<file path="src/rtl/mfcc_pkg.sv">
// Shared MFCC front-end definitions: FFT framing constants, feeder FSM states
// and a saturation helper used by the power path.
package mfcc_pkg;

  localparam int NFFT       = 512;
  localparam int NRFFT      = NFFT / 2 + 1;
  localparam int NRFFT_LOG2 = $clog2(NRFFT);

  typedef enum logic [1:0] {
    COLLECT  = 2'd0,
    DRAIN    = 2'd1,
    START    = 2'd2,
    WAIT_MEL = 2'd3
  } feeder_state_e;

  // Clamp v to the largest unsigned value representable in w bits (w < 64).
  function automatic logic [63:0] sat_to_width(input logic [63:0] v, input int w);
    logic [63:0] lim;
    lim = (64'd1 << w) - 64'd1;
    return (v > lim) ? lim : v;
  endfunction

endpackage

</file>
<file path="src/rtl/power_spectrum_feeder_power_sq.sv">
// Two-stage |X|^2 pipeline: squares in S1, sum/shift/saturate into the
// registered spectrum write in S2. Valid/pointer ride alongside; no stall.
module power_sq #(
  parameter int FFT_WIDTH    = 16,
  parameter int OUTPUT_WIDTH = 32,
  parameter int PS_SHIFT     = 0,
  parameter int PTR_W        = 9
) (
  input  logic                        clk,
  input  logic                        rst_n,
  input  logic                        vld_i,
  input  logic [PTR_W-1:0]            ptr_i,
  input  logic signed [FFT_WIDTH-1:0] re_i,
  input  logic signed [FFT_WIDTH-1:0] im_i,
  output logic                        pend_o,
  output logic                        vld_o,
  output logic [PTR_W-1:0]            ptr_o,
  output logic [OUTPUT_WIDTH-1:0]     data_o
);
  import mfcc_pkg::*;

  localparam int STAGES = 2;
  localparam int PW     = 2 * FFT_WIDTH;
  localparam int SW     = PW + 1;

  logic [STAGES:1]         vld_pipe_q;
  logic [PTR_W-1:0]        ptr1_q, ptr2_q;
  logic [PW-1:0]           re_sq_q, im_sq_q;
  logic [OUTPUT_WIDTH-1:0] data_q, data_d;

  logic signed [PW-1:0] re_sq, im_sq;
  logic [SW-1:0]        sum, shifted;
  logic [63:0]          sat64;

  assign re_sq = re_i * re_i;
  assign im_sq = im_i * im_i;

  // Squares are never negative, so the sum fits one extra bit unsigned.
  assign sum     = {1'b0, re_sq_q} + {1'b0, im_sq_q};
  assign shifted = sum >> PS_SHIFT;
  assign sat64   = sat_to_width(64'(shifted), OUTPUT_WIDTH);
  assign data_d  = sat64[OUTPUT_WIDTH-1:0];

  always_ff @(posedge clk) begin
    if (!rst_n) begin
      vld_pipe_q <= '0;
      ptr1_q     <= '0;
      ptr2_q     <= '0;
      re_sq_q    <= '0;
      im_sq_q    <= '0;
      data_q     <= '0;
    end else begin
      vld_pipe_q <= {vld_pipe_q[STAGES-1:1], vld_i};
      ptr1_q     <= ptr_i;
      re_sq_q    <= re_sq;
      im_sq_q    <= im_sq;
      ptr2_q     <= ptr1_q;
      data_q     <= data_d;
    end
  end

  assign pend_o = vld_pipe_q[1];
  assign vld_o  = vld_pipe_q[STAGES];
  assign ptr_o  = ptr2_q;
  assign data_o = data_q;

endmodule

</file>
<file path="src/rtl/power_spectrum_feeder.sv">
// Producer for the Mel filterbank spectrum load: streams FFT bins through the
// power pipeline into spectrum memory, kicks the filterbank, waits for done.
module power_spectrum_feeder #(
  parameter int NFFT         = 512,
  parameter int NRFFT        = NFFT / 2 + 1,
  parameter int NRFFT_LOG2   = $clog2(NRFFT),
  parameter int FFT_WIDTH    = 16,
  parameter int OUTPUT_WIDTH = 32,
  parameter int PS_SHIFT     = 0,
  parameter int MEL_TIMEOUT  = 4096
) (
  input  logic                        clk,
  input  logic                        rst_n,
  input  logic                        fft_valid_i,
  output logic                        fft_ready_o,
  input  logic signed [FFT_WIDTH-1:0] fft_real_i,
  input  logic signed [FFT_WIDTH-1:0] fft_imag_i,
  input  logic                        fft_last_i,
  output logic                        ps_valid_o,
  output logic [NRFFT_LOG2-1:0]       ps_ptr_o,
  output logic [OUTPUT_WIDTH-1:0]     ps_data_o,
  output logic                        mel_start_o,
  input  logic                        mel_done_i,
  output logic                        busy_o,
  output logic                        frame_err_o,
  output logic                        timeout_o
);
  import mfcc_pkg::*;

  localparam int TMO_W = $clog2(MEL_TIMEOUT + 1);

  feeder_state_e state_q, state_d;
  logic [NRFFT_LOG2-1:0]       k_q, k_d;
  logic [TMO_W-1:0]            tmo_q, tmo_d;
  logic                        err_q, err_d;
  logic                        tflag_q, tflag_d;
  logic                        done_q;

  logic                        in_vld_q;
  logic [NRFFT_LOG2-1:0]       in_ptr_q;
  logic signed [FFT_WIDTH-1:0] in_re_q, in_im_q;

  logic accept, last_bin, done_rise, pend;

  assign accept    = fft_valid_i && (state_q == COLLECT);
  assign last_bin  = (k_q == NRFFT_LOG2'(NRFFT - 1));
  assign done_rise = mel_done_i && !done_q;

  always_comb begin
    state_d = state_q;
    k_d     = k_q;
    tmo_d   = tmo_q;
    err_d   = err_q;
    tflag_d = tflag_q;
    unique case (state_q)
      COLLECT: begin
        if (accept) begin
          // The bin counter owns framing; fft_last_i is only cross-checked.
          if (fft_last_i != last_bin) err_d = 1'b1;
          if (last_bin) begin
            k_d     = '0;
            state_d = DRAIN;
          end else begin
            k_d = k_q + NRFFT_LOG2'(1);
          end
        end
      end
      DRAIN: begin
        // Last write is on the output this cycle or already gone.
        if (!in_vld_q && !pend) state_d = START;
      end
      START: begin
        tmo_d   = '0;
        state_d = WAIT_MEL;
      end
      WAIT_MEL: begin
        if (done_rise) begin
          state_d = COLLECT;
        end else if (tmo_q == TMO_W'(MEL_TIMEOUT - 1)) begin
          tflag_d = 1'b1;
          state_d = COLLECT;
        end else begin
          tmo_d = tmo_q + TMO_W'(1);
        end
      end
      default: state_d = COLLECT;
    endcase
  end

  always_ff @(posedge clk) begin
    if (!rst_n) begin
      state_q  <= COLLECT;
      k_q      <= '0;
      tmo_q    <= '0;
      err_q    <= 1'b0;
      tflag_q  <= 1'b0;
      done_q   <= 1'b0;
      in_vld_q <= 1'b0;
      in_ptr_q <= '0;
      in_re_q  <= '0;
      in_im_q  <= '0;
    end else begin
      state_q  <= state_d;
      k_q      <= k_d;
      tmo_q    <= tmo_d;
      err_q    <= err_d;
      tflag_q  <= tflag_d;
      done_q   <= mel_done_i;
      in_vld_q <= accept;
      if (accept) begin
        in_ptr_q <= k_q;
        in_re_q  <= fft_real_i;
        in_im_q  <= fft_imag_i;
      end
    end
  end

  power_sq #(
    .FFT_WIDTH    (FFT_WIDTH),
    .OUTPUT_WIDTH (OUTPUT_WIDTH),
    .PS_SHIFT     (PS_SHIFT),
    .PTR_W        (NRFFT_LOG2)
  ) u_power_sq (
    .clk    (clk),
    .rst_n  (rst_n),
    .vld_i  (in_vld_q),
    .ptr_i  (in_ptr_q),
    .re_i   (in_re_q),
    .im_i   (in_im_q),
    .pend_o (pend),
    .vld_o  (ps_valid_o),
    .ptr_o  (ps_ptr_o),
    .data_o (ps_data_o)
  );

  assign fft_ready_o = (state_q == COLLECT);
  assign mel_start_o = (state_q == START);
  assign busy_o      = !((state_q == COLLECT) && (k_q == '0));
  assign frame_err_o = err_q;
  assign timeout_o   = tflag_q;

endmodule

</file>
<file path="config.mk">
export PLATFORM = sky130hd
export DESIGN_NAME = power_spectrum_feeder
export DESIGN_NICKNAME = d
export VERILOG_FILES = /design/src/rtl/mfcc_pkg.sv /design/src/rtl/power_spectrum_feeder_power_sq.sv /design/src/rtl/power_spectrum_feeder.sv
export SDC_FILE = /design/constraint.sdc
export NUM_CORES = 1
export LEC_CHECK = 0
export BUFFER_PORTS_ARGS = -buffer_cell sky130_fd_sc_hd__buf_2
export CAP_MARGIN = 0
export CORE_MARGIN = 1.5
export CORE_UTILIZATION = 35
export DETAILED_ROUTE_END_ITERATION = 8
export SLEW_MARGIN = 15
export SYNTH_ARGS = -nofsm -noshare
export SYNTH_HDL_FRONTEND = slang
export SYNTH_SLANG_ARGS = --single-unit
</file>
<file path="constraint.sdc">
create_clock -name clk -period 6 [get_ports clk]
set_clock_uncertainty 0.15 [all_clocks]
set_input_delay 0.6 -clock clk [delete_from_list [all_inputs] [get_ports clk]]
set_output_delay 0.6 -clock clk [all_outputs]
set_load 0.01 [all_outputs]
</file>
### After elaboration in Yosys (flattened, before gate mapping)

Index checks and enable logic that the tools add are counted.
Widths: inputs -> output; s select.

* register bits: 185
* latch bits: 0
* bits in writable memories: 0
* bits in read-only memories: 0
* input port bits: 37
* output and inout bits: 47
* word-level logic and storage cells: 62
* memories: 0

* $add $sub $neg: 3
* multipliers: 2
* divide/modulo/power cells: 0
* magnitude comparators: 1
* equality and inequality tests: 12
* shift operators: 0
* mux-type cells: 11
* bitwise operators: 1
* reduce and logical (&&, ||, !) cells: 16

Operators with widths (number)
* $mul 16x16->32: 2
* $add 32x32->33: 1
* $gt 33x32->1 const B: 1
* $mux 32: 1
* $mux 13: 2
* $pmux 13 s2: 1
* $add 13x1->13 const B: 1
* $eq 13x12->1 const B: 1
* $mux 2: 5
* $add 9x1->9 const B: 1
* $eq 9x9->1 const B: 1
* $logic_not 9->1: 1
* $mux 9: 1
* $reduce_and 3->1: 3
* $pmux 2 s4: 1
* $ne 2x2->1 const B: 3
* $eq 2x2->1 const B: 2
* $logic_and 1x1->1: 4
* $logic_not 1->1: 4
* $ne 2x1->1 const B: 2
* $reduce_and 4->1: 1
* $ne 3x3->1 const B: 1
* $eq 2x1->1 const B: 1
* $logic_not 2->1: 1
* other kinds (4): 4

### Depth between registers and ports, before layout

Gate-level depths: netlist (run 1).

* depth after elaboration: 4
* depth in mapped cells: 24
* depth with buffers taken out: 23

### Hierarchy

A second synthesis (run 1) with hierarchy kept.

* cells, all modules: 2698
* area, all modules: 25075.3 sq um

Modules (own cells, without submodules)
* power_sq: times used 1, cells each 2351, area each 22106.2 sq um
* power_spectrum_feeder: times used 1, cells each 347, area each 2969.1 sq um

### Worst setup path before layout (run 1)

OpenSTA, ideal clock, no wires.

* path type: flip-flop to flip-flop
* start point: reg in_im_q[2]
* end point: reg u_power_sq.im_sq_q[31]
* library setup time: 72 ps
* arrival time: 6072 ps
* required time: 5778 ps
* setup slack: -294 ps
* stages on the path, launching flop included: 22
* clock period less this slack: 6294 ps
* cells stage by stage: dfxtp_1 clkbuf_1 clkbuf_1 and2_1 fa_1 fa_1 fa_1 fa_1 fa_1 inv_1 fa_1 inv_1 ha_1 clkbuf_1 a21o_1 a21o_1 a21o_1 a21o_1 o211ai_1 or3b_1 a221oi_2 mux2i_1

* cells in the longest elaborated chain, start to end: 1

RTL lines
* start, declared: line power_spectrum_feeder.sv:41 `logic signed [FFT_WIDTH-1:0] in_re_q, in_im_q;`
* start signal, assigned: line power_spectrum_feeder.sv:113 `in_im_q <= fft_imag_i;`
* $mul 16x16->32: line power_spectrum_feeder_power_sq.sv:36 `assign im_sq = im_i * im_i;`
* end signal, assigned: line power_spectrum_feeder_power_sq.sv:56 `im_sq_q <= im_sq;`
* end, declared: line power_spectrum_feeder_power_sq.sv:28 `logic [PW-1:0] re_sq_q, im_sq_q;`

No other way between the ends.
A chain may end at the register's enable or synchronous reset.

### Worst setup path after layout (run 1)

* start point: reg in_im_q[5]
* end point: reg u_power_sq.im_sq_q[31]

The elaborated chain is that of the path after synthesis.

==> results of run 1 <==
[timing repair]
action	4_1_cts	5_1_grt
endpoints found under the setup margin	15	25
pin swaps	45	83
gates resized for setup	82	186
endpoints found under the hold margin	0	0
gates cloned	0	1
buffers inserted	11	18
[report_power, final]
group	switching (W)	internal (W)	total (W)
Combinational	0.00162	0.00132	0.00294
Sequential	0.000106	0.00141	0.00152
Clock	0.000558	0.000645	0.00120
Total	0.00228	0.00338	0.00566
[area by class of cell]
type                    count  area [um^2]  share of cell area (%)
clock buffers              19          443                    1.46
well taps                 940         1180                    3.87
inverters                 653         2470                    8.11
diodes                      1         2.50                 0.00823
multi-input cells        1822        19500                    64.1
flip-flops and latches    183         3750                    12.3
clock inverters            13          181                   0.597
repair buffers            388         2900                    9.55
[tightest hold or removal path, delay by kind of cell]
| kind | cells | cell delay (ns) |
|---|---|---|
| and+or+nand+nor | 1 | 0.05 |
| buffers and inverters | 1 | 0.09 |
| AOI/OAI and AO/OA | 1 | 0.05 |
[layer usage]
layer | vias to the layer above | global-route usage (%)
met5 | - | 0
met4 | 4 | 3.03
met3 | 53 | 2.15
met2 | 236 | 27.5
met1 | 9226 | 21.8
li1 | 9043 | -
[worst paths after layout]
| check | start | to | slack (ns) | depth (start not counted) |
|---|---|---|---|---|
| worst max-delay path | in_im_q[5] | u_power_sq.im_sq_q[31] | -0.04 | 20 |
| worst min-delay path | fft_real_i[13] | in_re_q[13] | 0.19 | 3 |
| worst max register to register | in_im_q[5] | u_power_sq.im_sq_q[31] | -0.04 | 20 |
| worst min register to register | u_power_sq.ptr1_q[2] | u_power_sq.ptr_o[2] | 0.29 | 1 |
[logic make-up after synthesis]
logic type / after synthesis / share of synthesized area [%]
fa+ha+maj: 688 / 48.4
simple gates: 676 / 12.7
buf+inv: 737 / 11.1
mux: 11 / 0.454
xor+xnor: 111 / 3.88
compound gates: 336 / 8.88
flops: 183 / 14.6
[metrics by stage]
stage	setup WS, ns	utilization, %	instances
floorplan	-0.0451	-	2742
global placement	-0.340	40.5	3958
detailed placement	-0.330	40.5	3958
CTS	-0.0469	41.9	4001
global route	-0.283	43.1	4018
finish	-0.0426	43.1	4019
[cells in the final DEF (no fill, tap or decap), types with 10 or more instances in the layout]
cell type,n
fa_2,27
and3_1,14
inv_1,629
nand2_2,13
and2_4,13
a21o_1,38
dfxtp_4,21
xnor2_1,59
nor2_2,10
nand2b_1,22
nor3_1,19
nand3_1,19
a211oi_1,11
buf_2,83
dfxtp_1,154
ha_4,20
nor2_1,143
nand4_1,19
buf_4,271
buf_6,26
nor2b_1,13
o21a_1,15
fa_1,442
o21ai_0,35
inv_2,16
nand2_1,244
and2_1,87
xor2_1,48
ha_1,196
clkbuf_16,18
a21oi_1,113
[flip-flops by register name, summed over array words and instances (netlist names)]
name / cells
u_power_sq.ptr_o: 9
u_power_sq.data_o: 32
in_re_q: 16
tmo_q: 13
timeout_o: 1
state_q: 2
in_vld_q: 1
u_power_sq.re_sq_q: 31
in_im_q: 16
frame_err_o: 1
u_power_sq.im_sq_q: 31
k_q: 9
u_power_sq.vld_pipe_q: 2
done_q: 1
in_ptr_q: 9
u_power_sq.ptr1_q: 9
==> impl_metrics.toml, run 1 <==
[yosys]
netlist_top_cells_count = "inv_1 (649), fa_1 (469), nand2_1 (258)"
mappedNetlistNets = 3467
yosysMostFrequentCell = "inv_1"
async_reset_ff_share_pct = 0
synth_area_um2 = 25100
ys_seq_elements = 183
synthTopCellsByArea = "fa_1 (37%), dfxtp_1 (15%), ha_1 (11%), inv_1 (9.7%), nand2_1 (3.9%)"
ys.flop_type = "dfxtp_1"
yosysTopAreaCell = "fa_1"
ys.warnings.count = 0
yosys.area.top_type_share_pct = 37.5
yosysSeqAreaShare_pct = 14.6
synth_edf_count = 0
synthCells = 2742
post_synth.cell_area_avg_um2 = 9.14
yosysUniqueCellTypes = 74

[floorplanning]
io_pins = 84
die_w_um = 271
die_area_um2 = 73200
core_area_um2 = 70500
rows = 97
fp.dieH_um = 271
start_util_pct = 35.5

[power_and_ir_drop]
p_per_area_nw_per_um2 = 186
leakage_nw = 15.4
p_total_w = 0.00566
max-vdd-ir-drop_mv = 0.316

[detailed_routing]
ant_nets = 0
routed_wl_mm = 56.4
drt-initial-drc-count = 829
dr.pass1.iters = 5
drc = 0
drt-vias-per-instance = 4.62
top_layer = "met5"
met1_length_mm = 26.6
dr_total_vias = 18600
wl_per_cell_um = 14.0
met3_length_mm = 1.80
wl_met2_mm = 27.2

[clocking]
cts_tree = "done"
cts-buffers-inserted = 17
clkSinkCount = 183
root_buffer = "clkbuf_16"
hold_buffers = 0
clock_latency_ns = 0.48
clk_pin_slew_ns = 0.08
clockBufferDepth = 2
htree_levels = 4

[setup_path]
worst_ep_arrival_time_ns = 6.31
endpoint_kind = "register"
cp-start-kind = "register"
path_common_cell = "a21o_1"
critPathSlowestCell = "fa_2"
max_stage_delay_ns = 0.62
worstPathCellList = "buf_6 > nand2_1 > fa_2 > inv_1 > fa_1 > fa_2 > fa_2 > fa_1 > inv_1 > fa_1 > inv_1 > ha_1 > a21o_1 > a21o_1 > a21o_1 > a21o_1 > o211ai_1 > or3b_4 > a221oi_2 > mux2i_1"
cp_num_buf_inv = 4
crit_family = "adder cells"
critPathKind = "reg -> reg"
critPathMaxFanout = 7
cp_data_required_time_ns = 6.27

[global_route]
overflow = 0
grt_max_degree = 64
grt.total_usage_pct = 16.1
grt_antenna_before_repair = 4
grt_pass1_wl_mm = 95.1
grt_pass1_vias = 19500

[sta]
finalHoldViolCount = 0
setup-tns-final_ns = -0.0426
period_share_pct = 101
fin_ws_ns = -0.0426
worst_hold_slack_ns = 0.191
rsz0062_at_grt = "true"
max_slew_margin_pct = 49.3
slew_viol_final = 0
clock.fmax_mhz = 165
worst_pin_slew_ns = 0.761
fin_crit_ns = 6.04
setup_viol = 1

[placement]
dpl-instance-area_um2 = 28500
place_congestion = 0.851
io_buffers = 83
dp_hpwl_mm = 47.2

[min_path]
hold_class = "in -> reg"

[run_status]
violations = "negative setup slack"
outcome = "complete, but fails checks"

[cells_and_area]
syn2layout_area_growth_pct = 21.3
layout.nets = 3790
layout-drive-gt1-share_pct = 21.0
fillers = 6880
fin_area_um2 = 30400

[flow_run]
max-cap-violations = 0
Note: power is estimated with default switching activity, not from simulation.
==> run 2: changes to the inputs <==
- REMOVE_ABC_BUFFERS: default -> 1
==> impl_metrics.toml, run 2 (synthesized netlist as in run 1, its figures left out) <==
[clocking]
cts_tree = "done"
clk_pin_slew_ns = 0.08
root_buffer = "clkbuf_16"
cts-buffers-inserted = 17
clkSinkCount = 183
clock_latency_ns = 0.48
clockBufferDepth = 2
htree_levels = 4
hold_buffers = 0

[power_and_ir_drop]
pwr-share-clk_pct = 21.1
p_sw_w = 0.00231
max-vdd-ir-drop_mv = 0.223
leakage_nw = 15.4
switching_share_pct = 41.2
p_int_w = 0.00329
comb_power_share_pct = 52.0
p_total_w = 0.00559
p_per_area_nw_per_um2 = 185
seq_power_share_pct = 26.9

[min_path]
min-delay-start = "fft_real_i[8]"
hold_class = "in -> reg"
whs_path_depth = 3
hold_end = "in_re_q[8]"

[setup_path]
critPathKind = "reg -> reg"
crit_start = "in_im_q[3]"
r2r-end = "u_power_sq.im_sq_q[31]"
max_stage_delay_ns = 0.58
timing.rr.start = "in_im_q[3]"
cp_data_required_time_ns = 6.27
critPathMaxFanout = 7
worstPathCellList = "inv_4 > buf_6 > nor2_4 > fa_2 > fa_1 > fa_1 > fa_1 > fa_1 > inv_1 > fa_1 > inv_2 > ha_4 > a21o_1 > a21o_1 > a21o_1 > a21o_1 > o211ai_1 > or3b_4 > a221oi_4 > mux2i_1"
critPathSlowestCell = "fa_1"
r2r_cells = 20
cp-start-kind = "register"
endpoint_kind = "register"
rrSetupSlack_ns = -0.05
path_common_cell = "fa_1"
worst_ep_arrival_time_ns = 6.31

[detailed_routing]
ant_nets = 0
dr_total_vias = 18800
drc = 0
dr.pass1.iters = 5
drt-vias-per-instance = 4.68
routed_wl_mm = 58.1
drt-initial-drc-count = 786
wl_per_cell_um = 14.5

[global_route]
grt.total_usage_pct = 16.4
overflow = 0
grt_max_degree = 75
grt_pass1_wl_mm = 96.2
grt_antenna_before_repair = 3
grt_pass1_vias = 19500

[floorplanning]
die_area_um2 = 73200
rows = 97
core_area_um2 = 70500
start_util_pct = 35.5
die_w_um = 271
io_pins = 84
fp.dieH_um = 271

[placement]
dp.cells = 3960
place_ws_ns = -0.348
dp_hpwl_mm = 47.8
io_buffers = 83
place_congestion = 0.861

[sta]
clock.fmax_mhz = 165
max_slew_margin_pct = 38.9
fin_crit_ns = 6.05
worst_pin_slew_ns = 0.916
setup_viol = 4
slew_viol_final = 0
setup-tns-final_ns = -0.114
finalHoldViolCount = 0
fin_ws_ns = -0.0471
rsz0062_at_grt = "true"
period_share_pct = 101

[cells_and_area]
largest_register_ffs = 32
fillers = 6914
layout.cells.non_filler = 4015
final_cell_mix = "inv_1 (630), fa_1 (445), buf_4 (270)"
final_common_cell = "inv_1"
layout.nets = 3788
syn2layout_area_growth_pct = 20.8
insertedDiodeCount = 0
layout-drive-gt1-share_pct = 20.3

[run_status]
outcome = "complete, but fails checks"
violations = "negative setup slack"

[flow_run]
max-cap-violations = 0
run 2: cell types whose count changed in the layout (fill, tap and decap cells not counted), moves of 3 or more:
cell | previous run | this run
nor2_4 | 5 | 8
dfxtp_4 | 21 | 24
ha_1 | 196 | 199
fa_1 | 442 | 445
ha_4 | 20 | 17
nor2_2 | 10 | 5
fa_2 | 27 | 24
run 2: layer usage:
layer / routed length [um] / track usage (%)
met3: 3420 / 3.16
met2: 27800 / 27.2
met1: 26000 / 22.2
met4: 776 / 3.60
met5: 0 / 0
run 2: area by class of cell:
cell class | count | area (um^2) | share of cell area (%)
clock inverter | 14 | 159 | 0.525
sequential | 183 | 3760 | 12.4
clock buffer | 17 | 425 | 1.41
tap | 940 | 1180 | 3.89
inverter | 653 | 2470 | 8.15
multi-input combinational | 1822 | 19400 | 64.1
timing repair buffer | 386 | 2890 | 9.54
run 2: per-stage QoR:
stage | hold WS [ns] | instance area (um^2) | util, %
final | 0.187 | 30300 | 42.9
after global routing | 0.180 | 30300 | 42.9
after CTS | 0.160 | 29500 | 41.8
after detailed placement | 0.269 | 28500 | 40.4
after global placement | 0.280 | 28500 | 40.4
after floorplan | 0.262 | 24700 | -
run 2: worst max path at each step:
stage	to	slack (ns)
floorplan	u_power_sq.im_sq_q[31]	-0.41
global placement	u_power_sq.im_sq_q[31]	-0.26
detailed placement	u_power_sq.im_sq_q[31]	-0.35
CTS	u_power_sq.im_sq_q[31]	-0.07
global route	u_power_sq.im_sq_q[31]	-0.33
finish	u_power_sq.im_sq_q[31]	-0.05
run 2: what timing repair did:
action,in CTS,in global routing
resized for setup,103,167
setup endpoints to repair,20,23
setup buffers,6,19
cloned,1,0
pin swaps,29,79
run 2: power groups by stage:
stage | clock (W) | combinational [W] | sequential [W]
after floorplan | 0 | 0.00175 | 0.00156
after CTS | 0.00121 | 0.00278 | 0.00151
final | 0.00118 | 0.00291 | 0.00151
after detailed placement | 0 | 0.00270 | 0.00154
after global routing | 0.00125 | 0.00328 | 0.00153
after global placement | 0 | 0.00268 | 0.00153
run 2: worst max-delay path, delay by kind of cell (launching register included):
kind | cells | cell delay (ns)
buf+inv | 4 | 0.28
compound gates | 6 | 1.18
simple gates | 2 | 0.51
mux | 1 | 0.19
flops | 1 | 0.42
fa+ha+maj | 7 | 3.23
